$ cat config.mk
export PLATFORM = sky130hd
export DESIGN_NAME = count_scheduler
export DESIGN_NICKNAME = d
export VERILOG_FILES = /design/src/rtl/count_sched_pkg.sv /design/src/rtl/sched_counter.sv /design/src/rtl/count_scheduler.sv
export SDC_FILE = /design/constraint.sdc
export NUM_CORES = 1
export LEC_CHECK = 0
export CORE_ASPECT_RATIO = 1.5
export CORE_UTILIZATION = 46
export DETAILED_ROUTE_END_ITERATION = 6
export GPL_TIMING_DRIVEN = 0
export PLACE_DENSITY = 0.74
export SYNTH_ARGS = -nofsm -noshare
export SYNTH_HDL_FRONTEND = slang
export SYNTH_SLANG_ARGS = --single-unit
$ cat constraint.sdc
create_clock -name clk -period 2.7 [get_ports clk]
set_input_delay 0.405 -clock clk [delete_from_list [all_inputs] [get_ports clk]]
set_output_delay 0.405 -clock clk [all_outputs]
set_load 0.05 [all_outputs]
$ cat src/rtl/count_sched_pkg.sv
// Shared types, default sizes and the round-robin search used by count_scheduler.
package count_sched_pkg;

    typedef enum logic [1:0] {
        IDLE = 2'd0,
        LOAD = 2'd1,
        RUN  = 2'd2,
        DONE = 2'd3
    } state_t;

    localparam int DEF_NUM_REQ = 4;
    localparam int DEF_WIDTH   = 4;
    localparam int MAX_REQ     = 8;
    localparam int IDX_W       = 3;

    typedef logic [IDX_W-1:0] idx_t;

    // First set request at or above ptr, wrapping at num; returns ptr when none is set.
    function automatic idx_t rr_next(input logic [MAX_REQ-1:0] reqs, input idx_t ptr, input int num);
        idx_t pick;
        logic found;
        int   j;
        pick  = ptr;
        found = 1'b0;
        for (int i = 0; i < MAX_REQ; i++) begin
            j = int'(ptr) + i;
            if (j >= num) begin
                j = j - num;
            end
            if (i < num && !found && reqs[j[IDX_W-1:0]]) begin
                pick  = idx_t'(j);
                found = 1'b1;
            end
        end
        return pick;
    endfunction

endpackage

$ cat src/rtl/sched_counter.sv
// Shared run counter: synchronous clear, enable, and a registered wrap pulse.
module sched_counter
    import count_sched_pkg::*;
#(
    parameter int WIDTH = DEF_WIDTH
) (
    input  logic             clk,
    input  logic             reset,
    input  logic             clear,
    input  logic             enable,
    output logic [WIDTH-1:0] count,
    output logic             overflow
);

    always_ff @(posedge clk or negedge reset) begin
        if (!reset) begin
            count    <= '0;
            overflow <= 1'b0;
        end else if (clear) begin
            count    <= '0;
            overflow <= 1'b0;
        end else begin
            if (enable) begin
                count <= count + WIDTH'(1);
            end
            // High in the cycle the count reads 0 after wrapping from all-ones.
            overflow <= enable && (count == {WIDTH{1'b1}});
        end
    end

endmodule

$ cat src/rtl/count_scheduler.sv
// Round-robin owner of the shared run counter: grants one requester at a time,
// times its programmed run, and pulses that requester's done at the terminal count.
module count_scheduler
    import count_sched_pkg::*;
#(
    parameter int NUM_REQ = DEF_NUM_REQ,
    parameter int WIDTH   = DEF_WIDTH
) (
    input  logic                     clk,
    input  logic                     reset,
    input  logic [NUM_REQ-1:0]       req,
    input  logic [NUM_REQ*WIDTH-1:0] len,
    output logic [NUM_REQ-1:0]       gnt,
    output logic [NUM_REQ-1:0]       done,
    output logic [WIDTH-1:0]         counter_out,
    output logic                     overflow_out,
    output logic                     busy
);

    state_t             state, state_next;
    idx_t               cur_idx, ptr, win, ptr_inc;
    logic [WIDTH-1:0]   cur_len, win_len;
    logic [MAX_REQ-1:0] req_pad;
    logic [NUM_REQ-1:0] win_oh, cur_oh;
    logic               any_req, cur_req, terminal, abort, finish;
    logic               cnt_clear, cnt_enable;

    always_comb begin
        req_pad = '0;
        for (int i = 0; i < NUM_REQ; i++) begin
            req_pad[i] = req[i];
        end
    end

    assign win = rr_next(req_pad, ptr, NUM_REQ);

    always_comb begin
        win_oh  = '0;
        cur_oh  = '0;
        win_len = '0;
        cur_req = 1'b0;
        for (int i = 0; i < NUM_REQ; i++) begin
            if (win == idx_t'(i)) begin
                win_oh[i] = 1'b1;
                win_len   = len[i*WIDTH +: WIDTH];
            end
            if (cur_idx == idx_t'(i)) begin
                cur_oh[i] = 1'b1;
                cur_req   = req[i];
            end
        end
    end

    assign any_req = |req;
    assign ptr_inc = (cur_idx == idx_t'(NUM_REQ - 1)) ? '0 : cur_idx + idx_t'(1);
    // A length of 0 naturally means a full wrap: count+1 reaches 0 only from all-ones.
    assign terminal   = (counter_out + WIDTH'(1)) == cur_len;
    assign cnt_clear  = (state == IDLE) && any_req;
    assign cnt_enable = (state == RUN) && cur_req;
    assign busy       = (state != IDLE);

    always_comb begin
        state_next = state;
        abort      = 1'b0;
        finish     = 1'b0;
        unique case (state)
            IDLE: if (any_req) state_next = LOAD;
            LOAD: state_next = RUN;
            RUN: begin
                if (!cur_req) begin
                    abort      = 1'b1;
                    state_next = IDLE;
                end else if (terminal) begin
                    finish     = 1'b1;
                    state_next = DONE;
                end
            end
            DONE:    state_next = IDLE;
            default: state_next = IDLE;
        endcase
    end

    always_ff @(posedge clk or negedge reset) begin
        if (!reset) begin
            state   <= IDLE;
            cur_idx <= '0;
            cur_len <= '0;
            ptr     <= '0;
            gnt     <= '0;
            done    <= '0;
        end else begin
            state <= state_next;
            done  <= '0;
            if (cnt_clear) begin
                cur_idx <= win;
                cur_len <= win_len;
                gnt     <= win_oh;
            end
            // The pointer rotates past the current owner whether it finished or gave up.
            if (abort || finish) begin
                gnt <= '0;
                ptr <= ptr_inc;
            end
            if (finish) begin
                done <= cur_oh;
            end
        end
    end

    sched_counter #(
        .WIDTH(WIDTH)
    ) u_counter (
        .clk      (clk),
        .reset    (reset),
        .clear    (cnt_clear),
        .enable   (cnt_enable),
        .count    (counter_out),
        .overflow (overflow_out)
    );

endmodule
==> Word level (Yosys, flattened, before mapping) <==
Cells that the tools add are included.
{ "word_totals": {"wordCells": 107, "output_inout_bits": 14, "input_bits": 22, "register_bits": 25} }
{ "op_classes": {"muxes": 51, "reduce_logical": 18, "n_addsub": 9, "n_eq_ne": 13, "n_lt_le_gt_ge": 8} }
{ "ops": {"columns": ["cell", "n"], "rows": [
  ["4-bit two-way mux", 9],
  ["3-bit two-way mux", 9],
  ["1-bit two-way mux", 25],
  ["3-bit by 4-bit < comparator with 1-bit output (second input constant)", 4],
  ["1-bit binary-select mux with 3-bit select", 4],
  ["3-bit by 2-bit equality test with 1-bit output (second input constant)", 4],
  ["4-bit by 3-bit >= comparator with 1-bit output (second input constant)", 3],
  ["3-bit subtractor (second input constant)", 4],
  ["3-bit by 2-bit adder with 4-bit output (second input constant)", 2],
  ["2-bit case mux with 4 select lines", 1],
  ["3-bit by 1-bit equality test with 1-bit output (second input constant)", 2],
  ["1-bit logical AND", 6],
  ["3-bit logical NOT", 2],
  ["2-bit two-way mux", 3],
  ["2-bit nonzero test", 3],
  ["3-bit by 1-bit adder with 4-bit output (second input constant)", 1],
  ["4-bit by 1-bit adder with 4-bit output (second input constant)", 1],
  ["2-bit equality test (second input constant)", 2],
  ["4-bit equality test", 1],
  ["4-bit equality test (second input constant)", 1],
  ["4-bit OR reduction", 1],
  ["3-bit by 1-bit adder with 3-bit output (second input constant)", 1],
  ["3-bit >= comparator (second input constant)", 1],
  ["1-bit logical NOT", 3],
  ["6 further kinds", 6]
]} }

==> Longest topological paths before layout <==
Gate-level depths: netlist of the first run.
{ "depth": {"ltp_word": 19, "ltp_mapped": 12, "ltp_nobuf": 9} }

==> Modules after synthesis <==
A second synthesis of the first run with hierarchy kept.
{ "hier_totals": {"hier_cells": 182, "area_unflattened_um2": 1749.2} }
{ "modules_own_cells": {"columns": ["mod", "seq_area_each_um2", "area_each_um2", "n_inst", "cells_each"], "rows": [
  ["count_scheduler", 500.5, 1496.4, 1, 163],
  ["sched_counter", 125.1, 252.7, 1, 19]
]} }

==> Worst setup path after synthesis of the first run <==
Ideal clock, no wire load.
{ "synth_timing": {"kind": "reg-to-reg", "from": "reg ptr[0]", "to": "reg cur_len[3]", "t_arrival_ns": 2.495, "required_ns": 2.568, "synth_period_minus_slack_ns": 2.627, "setup_slack_ns": 0.073, "stages_incl_launch_ff": 12, "n_path_buf": 3, "setup_ns": 0.132, "path_cell_list": "dfrtp_1 buf_6 inv_1 ha_1 buf_6 mux2_4 mux2i_2 nor3_2 a2111oi_2 buf_6 mux2i_1 o221ai_2"} }
{ "synth_between": {"elab_chain_cells": 19, "elab_cells_between_ends": 44, "classes_between": "7 x add/sub; 4 x order compare; 3 x eq/ne; 23 x mux; 7 x reduce/logical"} }
{ "synth_lines": {"columns": ["item", "line_no", "text"], "rows": [
  ["start, declared", "count_scheduler.sv:21", "idx_t cur_idx, ptr, win, ptr_inc;"],
  ["start signal, assigned", "count_scheduler.sv:102", "ptr <= ptr_inc;"],
  ["branches (longest 13 deep; another with 3-bit by 1-bit adder with 4-bit output)", null, null],
  ["3-bit two-way mux (*)", "count_sched_pkg.sv:30", "if (i < num && !found && reqs[j[IDX_W-1:0]]) begin"],
  ["3-bit logical NOT", "count_scheduler.sv:43", "if (win == idx_t'(i)) begin"],
  ["4-bit two-way mux (3 in series)", "count_scheduler.sv:43", null],
  ["4-bit two-way mux (*)", "count_scheduler.sv:43", null],
  ["end signal, assigned", "count_scheduler.sv:96", "cur_len <= win_len;"],
  ["end, declared", "count_scheduler.sv:22", "logic [WIDTH-1:0] cur_len, win_len;"]
]} }
Mark *: on every way between the ends. The select of a mux whose other input is x is not followed.
A chain may end at the register's enable or synchronous reset.

==> Final worst setup path of the first run <==
{ "layout_timing": {"from": "reg ptr[0]", "to": "reg cur_len[0]"} }
The elaborated chain is that of the path after synthesis.

==> results of run 1 <==
worst max-delay path by stage:
stage,startpoint,end,cells after the start
CTS,ptr[0]$_DFFE_PN0N_,cur_len[3]$_DFFE_PN0P_,12
global placement,ptr[0]$_DFFE_PN0N_,cur_len[3]$_DFFE_PN0P_,11
global route,ptr[0]$_DFFE_PN0N_,cur_len[2]$_DFFE_PN0P_,11
floorplan,ptr[0]$_DFFE_PN0N_,cur_len[3]$_DFFE_PN0P_,11
detailed placement,ptr[0]$_DFFE_PN0N_,cur_len[3]$_DFFE_PN0P_,12
finish,ptr[0]$_DFFE_PN0N_,cur_len[0]$_DFFE_PN0P_,12
cells in the final DEF, fill, tap and decap left out, types with 3 or more instances in the layout:
cell,count
clkdlybuf4s50_1,32
dfrtp_1,25
inv_1,15
buf_4,11
o21ai_0,10
nand2_1,9
mux2i_1,9
nand3_1,8
nor2_1,7
ha_1,6
a21oi_1,5
and2_1,5
buf_6,4
clkbuf_8,4
nor3_1,4
xor2_1,3
xnor2_1,3
or2_2,3
mux2_2,3
o221ai_1,3
per-stage QoR:
stage / setup TNS (ns) / area (um2) / util (%) / power [uW] / hold slack (ns)
after detailed placement: -0.319 / 2120 / 58.1 / 2200 / 0.444
after global routing: -0.0122 / 2350 / 64.5 / 3000 / 0.492
after CTS: 0 / 2300 / 63.1 / 2670 / 0.456
after global placement: -0.134 / 2120 / 58.1 / 2150 / 0.429
final: 0 / 2350 / 64.5 / 2820 / 0.454
after floorplan: 0 / 1750 / - / 1850 / 0.109
report_power, final:
| group | switching, uW | leakage, uW | total (uW) | internal (uW) |
|---|---|---|---|---|
| combinational | 1080 | 0.000651 | 2020 | 933 |
| sequential | 87.5 | 0.000330 | 573 | 486 |
| clock | 124 | 0.0000255 | 227 | 103 |
| total | 1290 | 0.00101 | 2820 | 1520 |
area by class of cell:
| type | count | share of cell area [%] |
|---|---|---|
| inverter | 17 | 2.92 |
| sequential | 25 | 26.6 |
| clock buffer | 3 | 1.75 |
| clock inverter | 1 | 0.213 |
| multi-input combinational | 126 | 45.9 |
| buffer | 9 | 3.45 |
| tap | 43 | 2.28 |
| timing repair buffer | 43 | 16.9 |
critical path: stages, from the launching register on:
cell and delay, ns:
dfrtp_1 0.37, buf_6 0.12, inv_6 0.04, ha_4 0.31
mux2_4 0.34, a22oi_2 0.24, o2bb2ai_4 0.17, and4_4 0.26
a2111oi_4 0.06, buf_4 0.15, buf_2 0.15, a41oi_2 0.13
o221ai_1 0.12
registers in the layout, summed over array words and instances (netlist names):
name and cells:
cur_idx 3, cur_len 4, done 4, gnt 4, ptr 3, state 2, u_counter.count 4, u_counter.overflow 1
cells by family (layout without fill, tap and decap cells):
group / after synthesis / count (layout) / synth area share, %
flops: 25 / 25 / 35.8
simple gates: 61 / 61 / 21.2
xor+xnor: 6 / 6 / 3.01
fa+ha+maj: 7 / 7 / 5.02
compound gates: 36 / 36 / 15.8
buf+inv: 27 / 73 / 8.96
mux: 16 / 16 / 10.2
layer usage:
metal	track usage (%)	vias up
met3	2.35	11
li1	-	729
met1	26.3	740
met2	38.4	39
met4	10.0	0
met5	0	-
repair_timing:
action,in CTS,in global routing
pin swaps,5,9
gates cloned,1,1
resized for setup,13,8
setup buffers,5,4
endpoints found under the setup margin,4,8
==> impl_metrics.json, run 1 <==
{
  "htree_levels": 1,
  "grtUsageTotal_pct": 22.1,
  "synth_top_cell_by_area": "dfrtp_1",
  "cts_buffer_depth": 2,
  "antenna_left": 0,
  "nets": 254,
  "setup-violations-final": 0,
  "r2r_cells": 12,
  "wl_met2_um": 2280,
  "initial_core_util_pct": 47.8,
  "grt_pass1_wl_um": 6900,
  "via_count": 1519,
  "cts_buffers": 3,
  "root_buffer": "clkbuf_8",
  "wl_met1_um": 1660,
  "viasPerCell": 5.69,
  "cts_tree": "done",
  "fin_ws_ns": 0.115,
  "grt_start_max_net_pins": 26,
  "syn_area_per_cell_um2": 9.81,
  "avgRoutedWirePerCell_um": 15.5,
  "crit_arrival_ns": 2.74,
  "synth_ff_type": "dfrtp_1",
  "outcome": "finished, final reports clean",
  "core_area_um2": 3650,
  "max_slew_margin_pct": 26.6,
  "pwr_density_cell_nw_per_um2": 1200,
  "grt_pass1_vias": 1542,
  "multi_input_area_um2": 1080,
  "remaining_drc_errors": 0,
  "endpoint_kind": "register",
  "synth_most_common_cell": "dfrtp_1",
  "r2r_start": "ptr[0]$_DFFE_PN0N_",
  "peakVddDrop_uv": 833,
  "yosys-top-cells-count": "dfrtp_1, inv_1, mux2i_1, o21ai_0, nand2_1",
  "finalHoldViolCount": 0,
  "cap_violations": 0,
  "async_flop_share_pct": 100,
  "pin_count": 36,
  "cts_sinks": 25,
  "drive_gt1_share_pct": 25.0,
  "routed_wl_um": 4150,
  "drt_iter0_drc": 59,
  "synth_area_um2": 1750,
  "dp_hpwl_um": 2930,
  "grt-ovfl-total": 0,
  "tightest_slew_ns": 1.10,
  "crit_path_max_fanout": 7,
  "reg2reg_to": "cur_len[0]$_DFFE_PN0P_",
  "synth_area_leaders": "dfrtp_1, mux2i_1, ha_1",
  "ctsHoldBuffers": 0,
  "fin_crit_ns": 2.59,
  "seq_area_um2": 626,
  "synthesis.nets": 207,
  "fin_cells": 267,
  "area_delta_synth_final_pct": 34.9,
  "synth_cells": 178,
  "yosysUniqueCellTypes": 51,
  "reg2reg_slack_ns": 0.11,
  "num_antenna_cells": 0,
  "total_leakage_power_uw": 0.00101,
  "dr.pass1.iters": 4,
  "finalCritPeriodShare_pct": 95.8,
  "clock_latency_ns": 0.28,
  "highest_layer": "met4",
  "synth-edff-count": 0,
  "path_clk_slew_ns": 0.10,
  "crit_type": "register to register",
  "chipHeight_um": 77.4,
  "antenna_found_initial": 0,
  "yosys_warnings": 0,
  "fillCellCount": 297,
  "place_inst": 253,
  "critical_path_required_ns": 2.86,
  "holdPathEnd": "state[0]$_DFFE_PN0P_",
  "die-area_um2": 4050,
  "fmax_ghz": 0.387,
  "rows": 27,
  "hold_path_depth": 1,
  "port-buffer-count": 32,
  "final-max-slew-violation-count": 0,
  "die_w_um": 52.3,
  "ys_seq_area_share_pct": 35.8,
  "wl_met3_um": 123,
  "pre_cts_slack_ns": -0.144,
  "synth_top_area_share_pct": 35.8,
  "min_from": "state[0]$_DFFE_PN0P_",
  "cp-start-kind": "register",
  "finClkSkew_ns": 0.0110,
  "ys_seq_elements": 25,
  "min_path_type": "register to register",
  "gp_congestion": 0.826
}
Power figures use the tool's default switching activity.
==> run 2: changes to the inputs <==
CTS_BUF_LIST = sky130_fd_sc_hd__clkbuf_4 sky130_fd_sc_hd__clkbuf_8 sky130_fd_sc_hd__clkbuf_16   (was unset)
SYNTH_HIERARCHICAL = 1   (was unset)
==> impl_metrics.json, run 2 <==
{
  "violations": "setup timing",
  "yosys_warnings": 6,
  "grt_pass1_wl_um": 7090,
  "outcome": "complete, but fails checks",
  "viasPerCell": 5.91,
  "path_buf_inv": 3,
  "drive_gt1_share_pct": 19.3,
  "cts_buffer_depth": 2,
  "rows": 27,
  "synth_ff_type": "dfrtp_1",
  "drt_iter0_drc": 68,
  "htree_levels": 1,
  "root_buffer": "clkbuf_8",
  "avgRoutedWirePerCell_um": 16.4,
  "synth_most_common_cell": "dfrtp_1",
  "synth_top_area_share_pct": 35.8,
  "rsz0062_at_grt": "true",
  "crit_path_max_fanout": 5,
  "pwr_density_cell_nw_per_um2": 1180,
  "yosysUniqueCellTypes": 50,
  "pin_count": 36,
  "setup-violations-final": 2,
  "grtUsageTotal_pct": 23.1,
  "place_inst": 257,
  "crit_arrival_ns": 2.87,
  "pre_cts_slack_ns": -0.282,
  "dp_hpwl_um": 3230,
  "nets": 259,
  "grt_pass1_vias": 1549,
  "setup_tns_ns": -0.0153,
  "crit_type": "register to register",
  "cts_tree": "done",
  "fillCellCount": 333,
  "syn_area_per_cell_um2": 9.61,
  "synth_cells": 182,
  "postLayoutCellArea_um2": 2320,
  "min_path_type": "register to register",
  "cp-start-kind": "register",
  "chipHeight_um": 77.5,
  "finClkSkew_ns": 0.00230,
  "final-max-slew-violation-count": 0,
  "peakVddDrop_uv": 804,
  "cp_slowest_cell": "dfrtp_1",
  "initial_core_util_pct": 47.9,
  "grt-ovfl-total": 0,
  "critPathMaxStageDelay_ns": 0.38,
  "crit_family": "compound AO/OA/AOI/OAI gates",
  "num_antenna_cells": 0,
  "clock_latency_ns": 0.27,
  "grt_start_max_net_pins": 26,
  "fin_cells": 271,
  "endpoint_kind": "register",
  "critical_path_required_ns": 2.86,
  "routed_wl_um": 4450,
  "max_slew_margin_pct": 24.8,
  "mostFrequentLayoutCell": "clkdlybuf4s50_1",
  "path_clk_slew_ns": 0.09,
  "synth_top_cell_by_area": "dfrtp_1",
  "fmax_ghz": 0.369,
  "port-buffer-count": 32,
  "total_leakage_power_uw": 0.00105,
  "gp_congestion": 0.883,
  "ctsHoldBuffers": 0,
  "finalHoldViolCount": 0,
  "via_count": 1601,
  "synth-edff-count": 0,
  "cap_violations": 0,
  "ys_seq_elements": 25,
  "yosys-top-cells-count": "dfrtp_1, nand2_1, o21ai_0",
  "synth_area_um2": 1750,
  "antenna_left": 0,
  "async_flop_share_pct": 100,
  "ys_seq_area_share_pct": 35.8,
  "tightest_slew_ns": 1.12,
  "die-area_um2": 4060,
  "final_cell_mix": "clkdlybuf4s50_1, dfrtp_1, nand2_1, o21ai_0, buf_4",
  "cts_buffers": 3,
  "remaining_drc_errors": 0,
  "synthesis.nets": 212,
  "antenna_found_initial": 0,
  "area_delta_synth_final_pct": 32.5,
  "path_cells": "clkbuf_8 > inv_8 > ha_4 > mux2_4 > or3_1 > a222oi_1 > buf_4 > a211oi_4 > and2_4 > a211o_1",
  "dr.pass1.iters": 6,
  "fin_ws_ns": -0.0121,
  "postPlaceCellArea_um2": 2160,
  "synth_area_leaders": "dfrtp_1, ha_1, nand2_1",
  "cts_sinks": 25,
  "die_w_um": 52.4,
  "finalCritPeriodShare_pct": 100,
  "fin_crit_ns": 2.71,
  "core_area_um2": 3650
}
[run 2: cell count changes in the layout (fill, tap and decap cells not counted), moves of 3 or more]
cell      previous run  this run
nand3_1              8         3
o221ai_1             3         0
a211o_1              1         5
nand3b_1             1         4
mux2i_1              9         3
xnor2_1              3         6
nand2_1              9        23
a21oi_1              5         9
inv_1               15         8
[run 2: per-layer routing]
| metal | share of wire (%) | vias up | wire length (um) | track usage [%] |
|---|---|---|---|---|
| met5 | 0 | - | 0 | 0 |
| met1 | 38 | 783 | 1700 | 26.5 |
| met2 | 55 | 57 | 2460 | 41.1 |
| met3 | 3.7 | 13 | 165 | 2.55 |
| met4 | 2.8 | 0 | 123 | 10.3 |
| li1 | - | 748 | - | - |
[run 2: cells by family after synthesis]
family | count (synthesis) | synth area share [%]
compound gates | 50 | 20.5
xor+xnor | 9 | 4.94
fa+ha+maj | 8 | 5.72
buf+inv | 20 | 5.87
flops | 25 | 35.8
mux | 11 | 8.80
simple gates | 59 | 18.5
[run 2: worst register-to-register path: stages, from the launching register on]
cell and delay [ns]:
dfrtp_1 0.38, clkbuf_8 0.16, inv_8 0.04, ha_4 0.29
mux2_4 0.30, or3_1 0.32, a222oi_1 0.35, buf_4 0.19
a211oi_4 0.07, and2_4 0.21, a211o_1 0.29
[run 2: stage by stage]
step / total power, uW / hold WS, ns / util (%)
finish: 2740 / 0.480 / 63.5
detailed placement: 2270 / 0.467 / 59.3
global route: 2920 / 0.512 / 63.5
floorplan: 1890 / 0.109 / -
global placement: 2210 / 0.463 / 59.3
CTS: 2590 / 0.486 / 61.9
[run 2: where the power goes]
part           switching, uW  internal [uW]
combinational           1040            877
sequential              97.2            487
clock                    117            116
total                   1260           1480
[run 2: path summary, 6_finish.rpt]
| check | from | endpoint | slack [ns] | cells after the start |
|---|---|---|---|---|
| worst max-delay path | ptr[1]$_DFFE_PN0N_ | cur_len[3]$_DFFE_PN0P_ | -0.01 | 10 |
| worst min-delay path | gnt[3]$_DFFE_PN0P_ | gnt[3]$_DFFE_PN0P_ | 0.48 | 1 |
| worst max register to register | ptr[1]$_DFFE_PN0N_ | cur_len[3]$_DFFE_PN0P_ | -0.01 | 10 |
| worst min register to register | gnt[3]$_DFFE_PN0P_ | gnt[3]$_DFFE_PN0P_ | 0.48 | 1 |
| max in group asynchronous | reset | u_counter/count[1]$_DFFE_PN0P_ | 1.30 | 1 |
| min in group asynchronous | reset | done[2]$_DFF_PN0_ | 0.74 | 1 |
[run 2: final cells by class]
cell class / count / area (um2) / share of cell area, %
Clock buffer: 4 / 48.8 / 2.10
Timing Repair Buffer: 43 / 403 / 17.4
Sequential cell: 25 / 626 / 27.0
Multi-Input combinational cell: 137 / 1070 / 46.2
Tap cell: 43 / 53.8 / 2.32
Buffer: 9 / 63.8 / 2.75
Inverter: 10 / 52.6 / 2.27
[run 2: timing repair]
action | CTS | global route
setup buffers | 7 | 4
cloned | 0 | 0
gates resized for setup | 2 | 7
endpoints found under the setup margin | 5 | 6
pin swaps | 4 | 4
==> run 3: changes to the inputs <==
RECOVER_POWER = 100   (was unset)
==> impl_metrics.json, run 3 (synthesized netlist as in run 2, its figures left out) <==
{
  "outcome": "complete, but fails checks",
  "violations": "setup timing",
  "grt_pass1_wl_um": 7090,
  "routed_wl_um": 4460,
  "tightest_slew_ns": 1.14,
  "avgRoutedWirePerCell_um": 16.5,
  "fmax_ghz": 0.369,
  "cts_tree": "done",
  "postPlaceCellArea_um2": 2160,
  "antenna_left": 0,
  "area_delta_synth_final_pct": 32.5,
  "via_count": 1586,
  "finalHoldViolCount": 0,
  "postLayoutCellArea_um2": 2320,
  "pwr_density_cell_nw_per_um2": 1170,
  "mostFrequentLayoutCell": "dfrtp_1",
  "rows": 27,
  "antenna_found_initial": 0,
  "fin_ws_ns": -0.00974,
  "drive_gt1_share_pct": 19.3,
  "rsz0062_at_grt": "true",
  "pre_cts_slack_ns": -0.282,
  "fin_crit_ns": 2.71,
  "die_w_um": 52.4,
  "critPathMaxStageDelay_ns": 0.38,
  "grt-ovfl-total": 0,
  "crit_family": "compound AO/OA/AOI/OAI gates",
  "cp-start-kind": "register",
  "dp_hpwl_um": 3230,
  "setup-violations-final": 2,
  "place_inst": 257,
  "crit_arrival_ns": 2.87,
  "viasPerCell": 5.85,
  "drt_iter0_drc": 66,
  "dr.pass1.iters": 6,
  "grt_pass1_vias": 1549,
  "grtUsageTotal_pct": 23.1,
  "cts_sinks": 25,
  "path_cells": "clkbuf_8 > inv_8 > ha_4 > mux2_4 > or3_1 > a222oi_1 > buf_4 > a211oi_4 > and2_4 > a211o_1",
  "total_leakage_power_uw": 0.00109,
  "min_path_type": "register to register",
  "fillCellCount": 333,
  "die-area_um2": 4060,
  "cp_slowest_cell": "dfrtp_1",
  "final-max-slew-violation-count": 0,
  "clock_latency_ns": 0.27,
  "core_area_um2": 3650,
  "fin_cells": 271,
  "num_antenna_cells": 0,
  "finClkSkew_ns": 0.00382,
  "path_buf_inv": 3,
  "crit_type": "register to register",
  "nets": 259,
  "setup_tns_ns": -0.0106,
  "final_cell_mix": "dfrtp_1, nand2_1, clkdlybuf4s50_1, dlygate4sd3_1",
  "endpoint_kind": "register",
  "root_buffer": "clkbuf_8",
  "port-buffer-count": 32,
  "remaining_drc_errors": 0,
  "pin_count": 36,
  "max_slew_margin_pct": 23.5,
  "peakVddDrop_uv": 803,
  "finalCritPeriodShare_pct": 100,
  "cts_buffer_depth": 2,
  "chipHeight_um": 77.5,
  "initial_core_util_pct": 47.9,
  "gp_congestion": 0.883,
  "htree_levels": 1,
  "cap_violations": 0,
  "crit_path_max_fanout": 5,
  "critical_path_required_ns": 2.86,
  "final_util_pct": 63.5,
  "path_clk_slew_ns": 0.09,
  "grt_start_max_net_pins": 26,
  "cts_buffers": 3
}
## run 3: area by class of cell
type                       count  area [um2]  area share (%)
sequential                    25         626            27.0
inverter                      10        52.6            2.27
timing repair buffer          43         403            17.4
clock buffer                   4        48.8            2.10
buffer                         9        63.8            2.75
tap                           43        53.8            2.32
multi-input combinational    137        1070            46.2
## run 3: final timing paths
kind,startpoint,slack [ns],endpoint,depth (start not counted)
worst max-delay path,ptr[1]$_DFFE_PN0N_,-0.01,cur_len[3]$_DFFE_PN0P_,10
worst min-delay path,gnt[3]$_DFFE_PN0P_,0.48,gnt[3]$_DFFE_PN0P_,1
worst max register to register,ptr[1]$_DFFE_PN0N_,-0.01,cur_len[3]$_DFFE_PN0P_,10
worst min register to register,gnt[3]$_DFFE_PN0P_,0.48,gnt[3]$_DFFE_PN0P_,1
max in group asynchronous,reset,1.21,cur_idx[2]$_DFFE_PN0P_,1
min in group asynchronous,reset,0.81,done[2]$_DFF_PN0_,1
## run 3: where the power goes
| part | internal [uW] | switching (uW) | leakage (uW) | total [uW] |
|---|---|---|---|---|
| combinational | 862 | 1040 | 0.000733 | 1900 |
| sequential | 486 | 96.2 | 0.000330 | 583 |
| clock | 116 | 116 | 0.0000262 | 231 |
## run 3: stage by stage
stage,total power [uW],hold WS (ns)
3_5_place_dp,2270,0.467
3_3_place_gp,2210,0.463
6_report,2710,0.475
5_1_grt,2900,0.507
4_1_cts,2590,0.486
2_1_floorplan,1890,0.109
## run 3: per-layer routing
layer / vias to the layer above / wire, um / track usage, %
li1: 747 / - / -
met1: 776 / 1720 / 26.5
met2: 54 / 2490 / 41.1
met3: 9 / 151 / 2.55
met4: 0 / 100 / 10.3
met5: - / 0 / 0
## run 3: repair_timing
action,in CTS,in global routing
hold buffers,0,0
buffers inserted,7,4
setup endpoints to repair,5,6
gates resized for setup,2,7
endpoints found under the hold margin,0,0
pin swaps,4,4
